===== src/rtl/qs_srt_pkg.sv =====
// qs_srt_pkg: shared instruction, ucode and issue-state types for the qs_srt microcode engine
package qs_srt_pkg;
  typedef enum logic [3:0] {
    OP_NOP, OP_ADD, OP_SUB, OP_LD, OP_ST, OP_JCC, OP_CALL, OP_RET, OP_AWAIT, OP_EMIT
  } opcode_e;
  typedef struct packed {
    logic [3:0]  opcode;
    logic [3:0]  rd;
    logic [3:0]  rs;
    logic [3:0]  rt;
    logic [15:0] imm;
  } inst_t;
  typedef struct packed {
    logic [3:0]  op;
    logic [3:0]  rd;
    logic [3:0]  rs;
    logic [3:0]  rt;
    logic [15:0] imm;
    logic        wr_en;
    logic        is_jump;
    logic        is_call;
    logic        is_ret;
    logic        is_await;
    logic        is_emit;
    logic        invalid_inst;
  } ucode_t;
  typedef enum logic [2:0] {S_IDLE, S_ISSUE, S_BR, S_AWAIT, S_EMIT, S_ERR} issue_state_t;
  function automatic logic is_ctrl_flow(ucode_t u);
    return u.is_jump | u.is_ret;
  endfunction
endpackage


===== src/rtl/qs_srt_ucode_decoder.sv =====
// qs_srt_ucode_decoder: combinational instruction to ucode decode
module qs_srt_ucode_decoder
  import qs_srt_pkg::*;
(
  input  inst_t  inst_i,
  output ucode_t ucode_o
);
  always_comb begin
    ucode_o = '{
      op:           inst_i.opcode,
      rd:           inst_i.rd,
      rs:           inst_i.rs,
      rt:           inst_i.rt,
      imm:          inst_i.imm,
      wr_en:        inst_i.opcode inside {OP_ADD, OP_SUB, OP_LD},
      is_jump:      inst_i.opcode inside {OP_JCC, OP_CALL},
      is_call:      inst_i.opcode == OP_CALL,
      is_ret:       inst_i.opcode == OP_RET,
      is_await:     inst_i.opcode == OP_AWAIT,
      is_emit:      inst_i.opcode == OP_EMIT,
      invalid_inst: inst_i.opcode > OP_EMIT
    };
  end
endmodule


===== src/rtl/qs_srt_issue_ctrl.sv =====
// qs_srt_issue_ctrl: PC/fetch/decode/issue control with branch, AWAIT and EMIT handshakes
module qs_srt_issue_ctrl
  import qs_srt_pkg::*;
#(
  parameter int PC_W = 10
) (
  input  logic            clk,
  input  logic            rst,
  input  logic            start_vld,
  input  logic [PC_W-1:0] start_pc,
  input  logic            flush,
  output logic            busy,
  output logic            err,
  output logic            imem_ren,
  output logic [PC_W-1:0] imem_raddr,
  input  inst_t           imem_rdata,
  output logic            issue_vld,
  input  logic            issue_rdy,
  output ucode_t          issue_ucode,
  output logic [PC_W-1:0] issue_pc,
  input  logic            br_vld,
  input  logic            br_taken,
  input  logic [PC_W-1:0] br_target,
  output logic            await_rdy,
  input  logic            await_vld,
  output logic            emit_vld,
  input  logic            emit_rdy
);
  issue_state_t    state_q, state_d;
  logic [PC_W-1:0] pc_q, pc_d, pc_inc, raddr;
  inst_t           ir_q, dec_in;
  logic            err_q, err_d, rd_q, ren;
  ucode_t          uc;
  // read data is only on the bus in the cycle after the strobe; otherwise replay ir
  assign dec_in = rd_q ? imem_rdata : ir_q;
  qs_srt_ucode_decoder u_dec (.inst_i(dec_in), .ucode_o(uc));
  assign pc_inc      = pc_q + PC_W'(1);
  assign issue_ucode = uc;
  assign issue_pc    = pc_q;
  assign issue_vld   = state_q == S_ISSUE && !uc.invalid_inst && !uc.is_await && !uc.is_emit;
  assign busy        = state_q != S_IDLE;
  assign err         = err_q;
  assign await_rdy   = state_q == S_AWAIT;
  assign emit_vld    = state_q == S_EMIT;
  assign imem_ren    = ren;
  assign imem_raddr  = ren ? raddr : '0;
  always_comb begin
    state_d = state_q;
    pc_d    = pc_q;
    err_d   = err_q;
    ren     = 1'b0;
    raddr   = pc_inc;
    if (flush) begin
      state_d = S_IDLE;
      err_d   = 1'b0;
    end else begin
      case (state_q)
        S_IDLE: if (start_vld) begin
          ren     = 1'b1;
          raddr   = start_pc;
          pc_d    = start_pc;
          state_d = S_ISSUE;
        end
        S_ISSUE: if (uc.invalid_inst) begin
          err_d   = 1'b1;
          state_d = S_ERR;
        end else if (uc.is_await) begin
          state_d = S_AWAIT;
        end else if (uc.is_emit) begin
          state_d = S_EMIT;
        end else if (issue_rdy) begin
          state_d = is_ctrl_flow(uc) ? S_BR : S_ISSUE;
          ren     = !is_ctrl_flow(uc);
          pc_d    = is_ctrl_flow(uc) ? pc_q : pc_inc;
        end
        S_BR: if (br_vld) begin
          ren     = 1'b1;
          raddr   = br_taken ? br_target : pc_inc;
          pc_d    = raddr;
          state_d = S_ISSUE;
        end
        S_AWAIT, S_EMIT: if (state_q == S_AWAIT ? await_vld : emit_rdy) begin
          ren     = 1'b1;
          pc_d    = pc_inc;
          state_d = S_ISSUE;
        end
        default: ;
      endcase
    end
  end
  always_ff @(posedge clk) begin
    if (rst) begin
      state_q <= S_IDLE;
      pc_q    <= '0;
      ir_q    <= '0;
      err_q   <= 1'b0;
      rd_q    <= 1'b0;
    end else begin
      state_q <= state_d;
      pc_q    <= pc_d;
      err_q   <= err_d;
      rd_q    <= ren;
      if (rd_q && !flush) ir_q <= imem_rdata;
    end
  end
endmodule


===== config.mk =====
export PLATFORM = sky130hd
export DESIGN_NAME = qs_srt_issue_ctrl
export DESIGN_NICKNAME = d
export VERILOG_FILES = /design/src/rtl/qs_srt_pkg.sv /design/src/rtl/qs_srt_ucode_decoder.sv /design/src/rtl/qs_srt_issue_ctrl.sv
export SDC_FILE = /design/constraint.sdc
export NUM_CORES = 1
export LEC_CHECK = 0
export ABC_AREA = 0
export ABC_CLOCK_PERIOD_IN_PS = 3500
export CAP_MARGIN = 0
export CORE_MARGIN = 2
export CORE_UTILIZATION = 48
export CTS_BUF_LIST = sky130_fd_sc_hd__clkbuf_2
export CTS_CLUSTER_DIAMETER = 200
export DETAILED_ROUTE_END_ITERATION = 6
export HOLD_SLACK_MARGIN = 0.06
export PLACE_DENSITY_LB_ADDON = 0.08
export SETUP_SLACK_MARGIN = 0.5
export SLEW_MARGIN = 20
export SYNTH_ARGS = -nofsm -noshare
export SYNTH_HDL_FRONTEND = slang
export SYNTH_SLANG_ARGS = --single-unit

===== constraint.sdc =====
create_clock -name clk -period 3.5 [get_ports clk]
set_input_delay 0.7 -clock clk [delete_from_list [all_inputs] [get_ports clk]]
set_output_delay 0.7 -clock clk [all_outputs]
set_load 0.05 [all_outputs]

Yosys cells after proc, flatten, opt, wreduce, memory -nomap -nowiden
Cells that the tools add are included.

Bitwise gates (word level): 2. Reductions and logical operators: 19. Add/sub/neg operators: 1. Order comparisons: 1. Muxes and demuxes: 35. Equality and inequality tests: 21.

Operator list (count): 10-bit 2-to-1 mux (13); 10-bit case mux with 4 select lines (1); 32-bit 2-to-1 mux (1); 3-bit 2-to-1 mux (7); 10-bit case mux with 2 select lines (1); 2-bit != test (second input constant) (8); 4-bit by 3-bit equality test with 1-bit output (second input constant) (3); 3-bit case mux with 4 select lines (1); 10-bit by 1-bit adder with 10-bit output (second input constant) (1); 10-bit AND reduction (1); 1-bit 2-to-1 mux (9); 4-bit by 2-bit equality test with 1-bit output (second input constant) (2); 4-bit equality test (second input constant) (2); 3-bit by 2-bit equality test with 1-bit output (second input constant) (2); 3-bit nonzero test (2); 1-bit logical NOT (5); 5-bit != test (second input constant) (1); 5-bit AND reduction (1); 4-bit by 1-bit equality test with 1-bit output (second input constant) (1); 4-bit > comparator (second input constant) (1); 1-bit logical AND (4); 1-bit case mux with 4 select lines (1); 4-bit nonzero test (1); 2-bit OR reduction (2); other kinds (8) (8).

Output and inout port bits: 65. Register bits after elaboration: 47. Logic and storage cells: 88. Input port bits: 61.

Longest topological paths before layout
Depth after elaboration: 12. Depth in mapped cells: 8. Depth with buffers taken out: 6.

Modules after synthesis
A second synthesis with hierarchy kept.

Cells, all modules: 419. Area, all modules: 3266.9 um^2.

Modules (own cells, without submodules): qs_srt_issue_ctrl (cells an instance 377, area an instance 2950.3 um^2, instances 1, sequential area each 940.9 um^2); qs_srt_ucode_decoder (cells an instance 42, area an instance 316.6 um^2, instances 1, sequential area each 0.0 um^2).

Least setup slack after synthesis
Ideal clock, no wire load.

Path type: register to output. Start point: reg pc_q[5] (netlist: issue_pc[5]). End point: out imem_raddr[9]. Stages on the path, launching flop included: 6. Buffers on the path: 0. Required time: 2800 ps. Data arrival time: 2623 ps. Setup slack: 177 ps. Cells stage by stage: dfxtp_1 -> nand3_1 -> nor4_4 -> xnor2_1 -> a2111o_1 -> a221oi_2.

Word-level cells in the longest chain between the ends: 6. Elaborated cells between the ends (all ways): 7. Those cells by class: add/sub (1); mux (6).

Ends and longest elaborated chain: start, declared (RTL line qs_srt_issue_ctrl.sv:30) `logic [PC_W-1:0] pc_q, pc_d, pc_inc, raddr;`; start signal, assigned (RTL line qs_srt_issue_ctrl.sv:100) `pc_q <= pc_d;`; 10-bit by 1-bit adder with 10-bit output * (RTL line qs_srt_issue_ctrl.sv:37) `assign pc_inc = pc_q + PC_W'(1);`; 10-bit 2-to-1 mux (RTL line qs_srt_issue_ctrl.sv:78) `raddr = br_taken ? br_target : pc_inc;`; 10-bit 2-to-1 mux (RTL line qs_srt_issue_ctrl.sv:76) `S_BR: if (br_vld) begin`; 10-bit case mux with 2 select lines (RTL line qs_srt_issue_ctrl.sv:57) `case (state_q)`; 10-bit 2-to-1 mux * (RTL line qs_srt_issue_ctrl.sv:53) `if (flush) begin`; 10-bit 2-to-1 mux * (RTL line qs_srt_issue_ctrl.sv:46) `assign imem_raddr = ren ? raddr : '0;`; end, declared (RTL line qs_srt_issue_ctrl.sv:15) `output logic [PC_W-1:0] imem_raddr,`.

Every way passes the cells marked *; elsewhere a longest branch is shown, timed or not.

Final worst setup path
Start point: in br_vld. End point: out imem_raddr[0].

Word-level cells in the longest chain between the ends: 4. Elaborated cells between the ends (all ways): 7. Those cells by class: mux (7).

Ends and longest elaborated chain: start, declared (RTL line qs_srt_issue_ctrl.sv:21) `input logic br_vld,`; 1-bit 2-to-1 mux / 10-bit 2-to-1 mux (equally long branches) (RTL line qs_srt_issue_ctrl.sv:76); 1-bit case mux with 4 select lines / 10-bit case mux with 2 select lines (equally long branches) (RTL line qs_srt_issue_ctrl.sv:57); 1-bit 2-to-1 mux / 10-bit 2-to-1 mux (equally long branches) (RTL line qs_srt_issue_ctrl.sv:53); 10-bit 2-to-1 mux * (RTL line qs_srt_issue_ctrl.sv:46).

Marks and branches as above.

==> run_results.csv <==
group,metric,value,unit
outcome,outcome,"complete, no violations",
run,maximum_capacitance_violations,0,
placed_design,dp_hpwl,6978,um
min_path,min_to,"ir_q[11]",
power_and_ir_drop,leakagePower,2.009,nW
floorplanning,core-area,5956,sq um
timing,final_hold_viol_count,0,
critical_path,regToRegSetupSlack,1.12,ns
routing,drt_pre_antenna_iters,5,
global_routing,grt_pass1_wl,16130,um
cells_and_area,syn2layout_area_growth,67.69,%
yosys,post-synth-top-count-cell,"sky130_fd_sc_hd__nand2_1",
yosys,synth.ff_latch_count,47,
yosys,synthesis.area_per_instance,7.694,sq um
global_routing,grt_use_total,0.2801,
placed_design,gpl.final_weighted_congestion,0.8691,
global_routing,antenna_found_initial,0,
power_and_ir_drop,netSwitchingPower,0.0005338,W
power_and_ir_drop,intPower,0.0009225,W
cells_and_area,num_antenna_cells,0,
timing,achievable-frequency,321.3,MHz
critical_path,reg_to_reg_critical_path_startpoint,"state_q[0]",
routing,detailroute.via_count,3690,
critical_path,path_delay_family,"simple AND/OR/NAND/NOR gates",
power_and_ir_drop,share_clk_of_total_power,0.209,
floorplanning,initial_standard_cell_utilization_of_the_core,0.5013,
placed_design,portBuffers,125,
global_routing,grt_overflow_total,0,
min_path,hold_class,"flip-flop to flip-flop",
routing,drt-met1-wl,4085,um
timing,holdWs,0.4683,ns
floorplanning,ios,126,
min_path,hold-path-cell-count,2,
power_and_ir_drop,pwr_density_cell,290.9,nW/um^2
critical_path,crit_required,2.80,ns
routing,drt.antenna.violating_nets,0,
clocking,cts_root_buffer,"sky130_fd_sc_hd__clkbuf_2",
routing,met2WireLength,5459,um
cells_and_area,fillerInstances,365,
power_and_ir_drop,ir_worst_vdd,192.6,uV
floorplanning,vertical_die_dimension,82.87,um
routing,route.detailed.wl_per_inst,18.09,um
clocking,clk_transition_reported_paths,0.23,ns
yosys,synth_cells,388,
yosys,post_synth_top_area_share,0.3152,
critical_path,worst-path-buf-inv,2,
clocking,clk-insertion-delay-late,0.43,ns
critical_path,r2r_cells,12,
timing,grt_setup_unrepaired,"true",
timing,finalSetupViolCount,0,
yosys,synth_fp_nets,450,
yosys,part_of_the_yosys_area_used_for_sequential_elements,0.3152,
timing,final_clock_skew,0.02389,ns
routing,drcViolationCount,0,
yosys,yosys.area.top_type,"sky130_fd_sc_hd__dfxtp_1",
critical_path,crit_path_top_delay_cell,"sky130_fd_sc_hd__nor4bb_1",
routing,dr.first_iter.drc_count,244,
clocking,clock_sink_count,47,
yosys,async_reset_ff_frac,0,
critical_path,critical_path.startpoint_type,"primary input",
routing,avgViaCountPerCell,6.029,
routing,top_signal_layer_used,"met4",
global_routing,grt_max_degree,29,
power_and_ir_drop,power_switching_share,0.3665,
critical_path,crit_path_cell_trace,"dlygate4sd2_1 > nor4bb_1 > a22oi_1 > o22a_1 > nor2_2 > buf_12",
yosys,synth_common_cells,"sky130_fd_sc_hd__nand2_1 (81), sky130_fd_sc_hd__a21oi_1 (53), sky130_fd_sc_hd__dfxtp_1 (47)",
floorplanning,std_cell_rows,28,
routing,wire_length_reported_by_the_detailed_router,11070,um
floorplanning,dieArea,6867,sq um
cells_and_area,final_net_count,599,
power_and_ir_drop,design_power_total,0.001456,W
critical_path,rr_endpoint,"issue_pc[1]",
timing,final-max-slew-violation-count,0,
routing,wl_met3,1020,um
power_and_ir_drop,seq_power_share,0.396,
yosys,postSynth.topFlopCell,"sky130_fd_sc_hd__dfxtp_1",
cells_and_area,final_core_util,0.8405,
cells_and_area,drive_above_1_share,0.2905,
critical_path,timing.critical_path.to_type,"output port",
timing,worst_case_headroom_to_the_max_slew_limit,0.4312,
global_routing,vias_in_the_first_global_route,3425,
clocking,clk_path_buf_depth,2,
floorplanning,floorplan.die.width,82.87,um
cells_and_area,seq_area,984.7,sq um
clocking,tritoncts,"built",
critical_path,worst_ep_arrival_time,2.41,ns
yosys,synth_warnings,0,
timing,sum_of_negative_setup_slack,0,ns
critical_path,critical-path-max-stage-delay,0.67,ns
clocking,htreeDepth,2,
yosys,synthesis.area,2985,sq um
timing,layout_min_cycle_time,3.113,ns
critical_path,cp_max_fanout,3,
clocking,cts_made_buffers,5,
timing,min_period_over_period,0.8893,
power_and_ir_drop,combPwrFrac,0.395,
timing,tightestPinTransition,0.8506,ns
cells_and_area,multi_input_area,2086,sq um
yosys,synth_cell_types,52,
yosys,synth.top_cells.by_area,"sky130_fd_sc_hd__dfxtp_1 (32%), sky130_fd_sc_hd__mux2_2 (11%), sky130_fd_sc_hd__nand2_1 (10%)",
min_path,timing.hold.worst.start,"ir_q[11]",
critical_path,path_class,"primary input to output port",
yosys,post_synth_edffs,0,
-- final cells by class --
type,count,area share
clock buffer,5,0.004999
inverter,10,0.007998
clock inverter,2,0.007498
tap,75,0.01875
timing repair buffer,169,0.3474
sequential,47,0.1967
multi-input combinational,304,0.4166
-- power by group through the flow --
stage | combinational (W) | sequential, W | clock (W)
detailed placement | 0.000495 | 0.000592 | 0
global placement | 0.000490 | 0.000591 | 0
finish | 0.000575 | 0.000576 | 0.000305
floorplan | 0.000264 | 0.000615 | 0
CTS | 0.000525 | 0.000578 | 0.000304
global route | 0.000600 | 0.000579 | 0.000324
-- placed cells by master, fill, tap and decap left out, drive strengths merged, types with 2 or more instances in the layout --
| cell type | netlist | routed |
|---|---|---|
| a221oi | 6 | 6 |
| inv | 10 | 10 |
| nand3 | 6 | 6 |
| nor3 | 7 | 7 |
| nand3b | 3 | 3 |
| nor3b | 2 | 2 |
| a22oi | 5 | 5 |
| or2 | 2 | 2 |
| a21oi | 53 | 53 |
| nand2b | 6 | 6 |
| nor2b | 4 | 4 |
| o211ai | 6 | 6 |
| clkdlybuf4s50 | 0 | 75 |
| a311oi | 3 | 3 |
| or3 | 7 | 7 |
| nand2 | 81 | 81 |
| mux2 | 29 | 29 |
| xor2 | 3 | 3 |
| a211oi | 11 | 11 |
| a31oi | 2 | 2 |
| or3b | 2 | 2 |
| dfxtp | 47 | 47 |
| nor2 | 24 | 24 |
| o221ai | 2 | 2 |
| and2 | 6 | 6 |
| buf | 9 | 62 |
| dlygate4sd2 | 0 | 26 |
| xnor2 | 4 | 4 |
| dlymetal6s2s | 0 | 5 |
| clkbuf | 18 | 6 |
| mux2i | 6 | 6 |
| o21ai | 8 | 8 |
-- per-stage QoR --
stage | instances | area (sq um) | worst slack, ns
2_1_floorplan | 388 | 3028 | 0.3120
4_1_cts | 597 | 4772 | 0.4273
5_1_grt | 612 | 5006 | 0.2996
6_report | 612 | 5006 | 0.3873
3_5_place_dp | 573 | 4484 | 0.1662
3_3_place_gp | 573 | 4484 | 0.2933
-- how the worst max path moves through the flow --
stage                     depth (start not counted)             end  slack, ns           start
after floorplan                                   3  issue_ucode[2]       0.31  imem_rdata[28]
after global placement                            7   imem_raddr[2]       0.29           flush
after global routing                              6   imem_raddr[0]       0.30          br_vld
after CTS                                         8   imem_raddr[9]       0.43       start_vld
final                                             6   imem_raddr[0]       0.39          br_vld
after detailed placement                          7   imem_raddr[3]       0.17           flush
-- metal layers --
| metal | up-vias | track usage |
|---|---|---|
| li1 | 1687 | - |
| met1 | 1710 | 0.3305 |
| met2 | 239 | 0.4795 |
| met3 | 54 | 0.07256 |
| met4 | 0 | 0.1192 |
| met5 | - | 0 |
-- registers in the layout, summed over array words and instances, names as in the netlist --
name,count
state_q,3
rd_q,1
err,1
ir_q,32
issue_pc,10
-- what timing repair did --
action | in CTS | in global routing
endpoints found under the setup margin | 34 | 15
hold buffers | 0 | 0
resized for setup | 67 | 23
pin swaps | 10 | 12
gates cloned | 0 | 1
setup buffers | 17 | 14
-- cell families after synthesis --
kind of cell             Yosys count  share of synthesized area
AND/OR/NAND/NOR                  155                     0.2477
multiplexers                      35                     0.1308
buffers and inverters             37                    0.04945
XOR/XNOR                           7                    0.02054
adder cells (fa/ha/maj)            1                   0.004190
flip-flops                        47                     0.3152
AO/OA/AOI/OAI                    106                     0.2322
-- worst reg2reg max path, cell delays in order (launching register included) --
cell,delay (ns)
sky130_fd_sc_hd__dfxtp_4,0.53
sky130_fd_sc_hd__nor3b_1,0.32
sky130_fd_sc_hd__nand2_1,0.13
sky130_fd_sc_hd__o221ai_2,0.20
sky130_fd_sc_hd__buf_4,0.15
sky130_fd_sc_hd__buf_4,0.09
sky130_fd_sc_hd__buf_4,0.09
sky130_fd_sc_hd__buf_4,0.09
sky130_fd_sc_hd__buf_4,0.09
sky130_fd_sc_hd__buf_4,0.09
sky130_fd_sc_hd__buf_4,0.18
sky130_fd_sc_hd__a21oi_1,0.09
sky130_fd_sc_hd__a211oi_1,0.25
No activity file was read; power rests on OpenSTA's default activity.
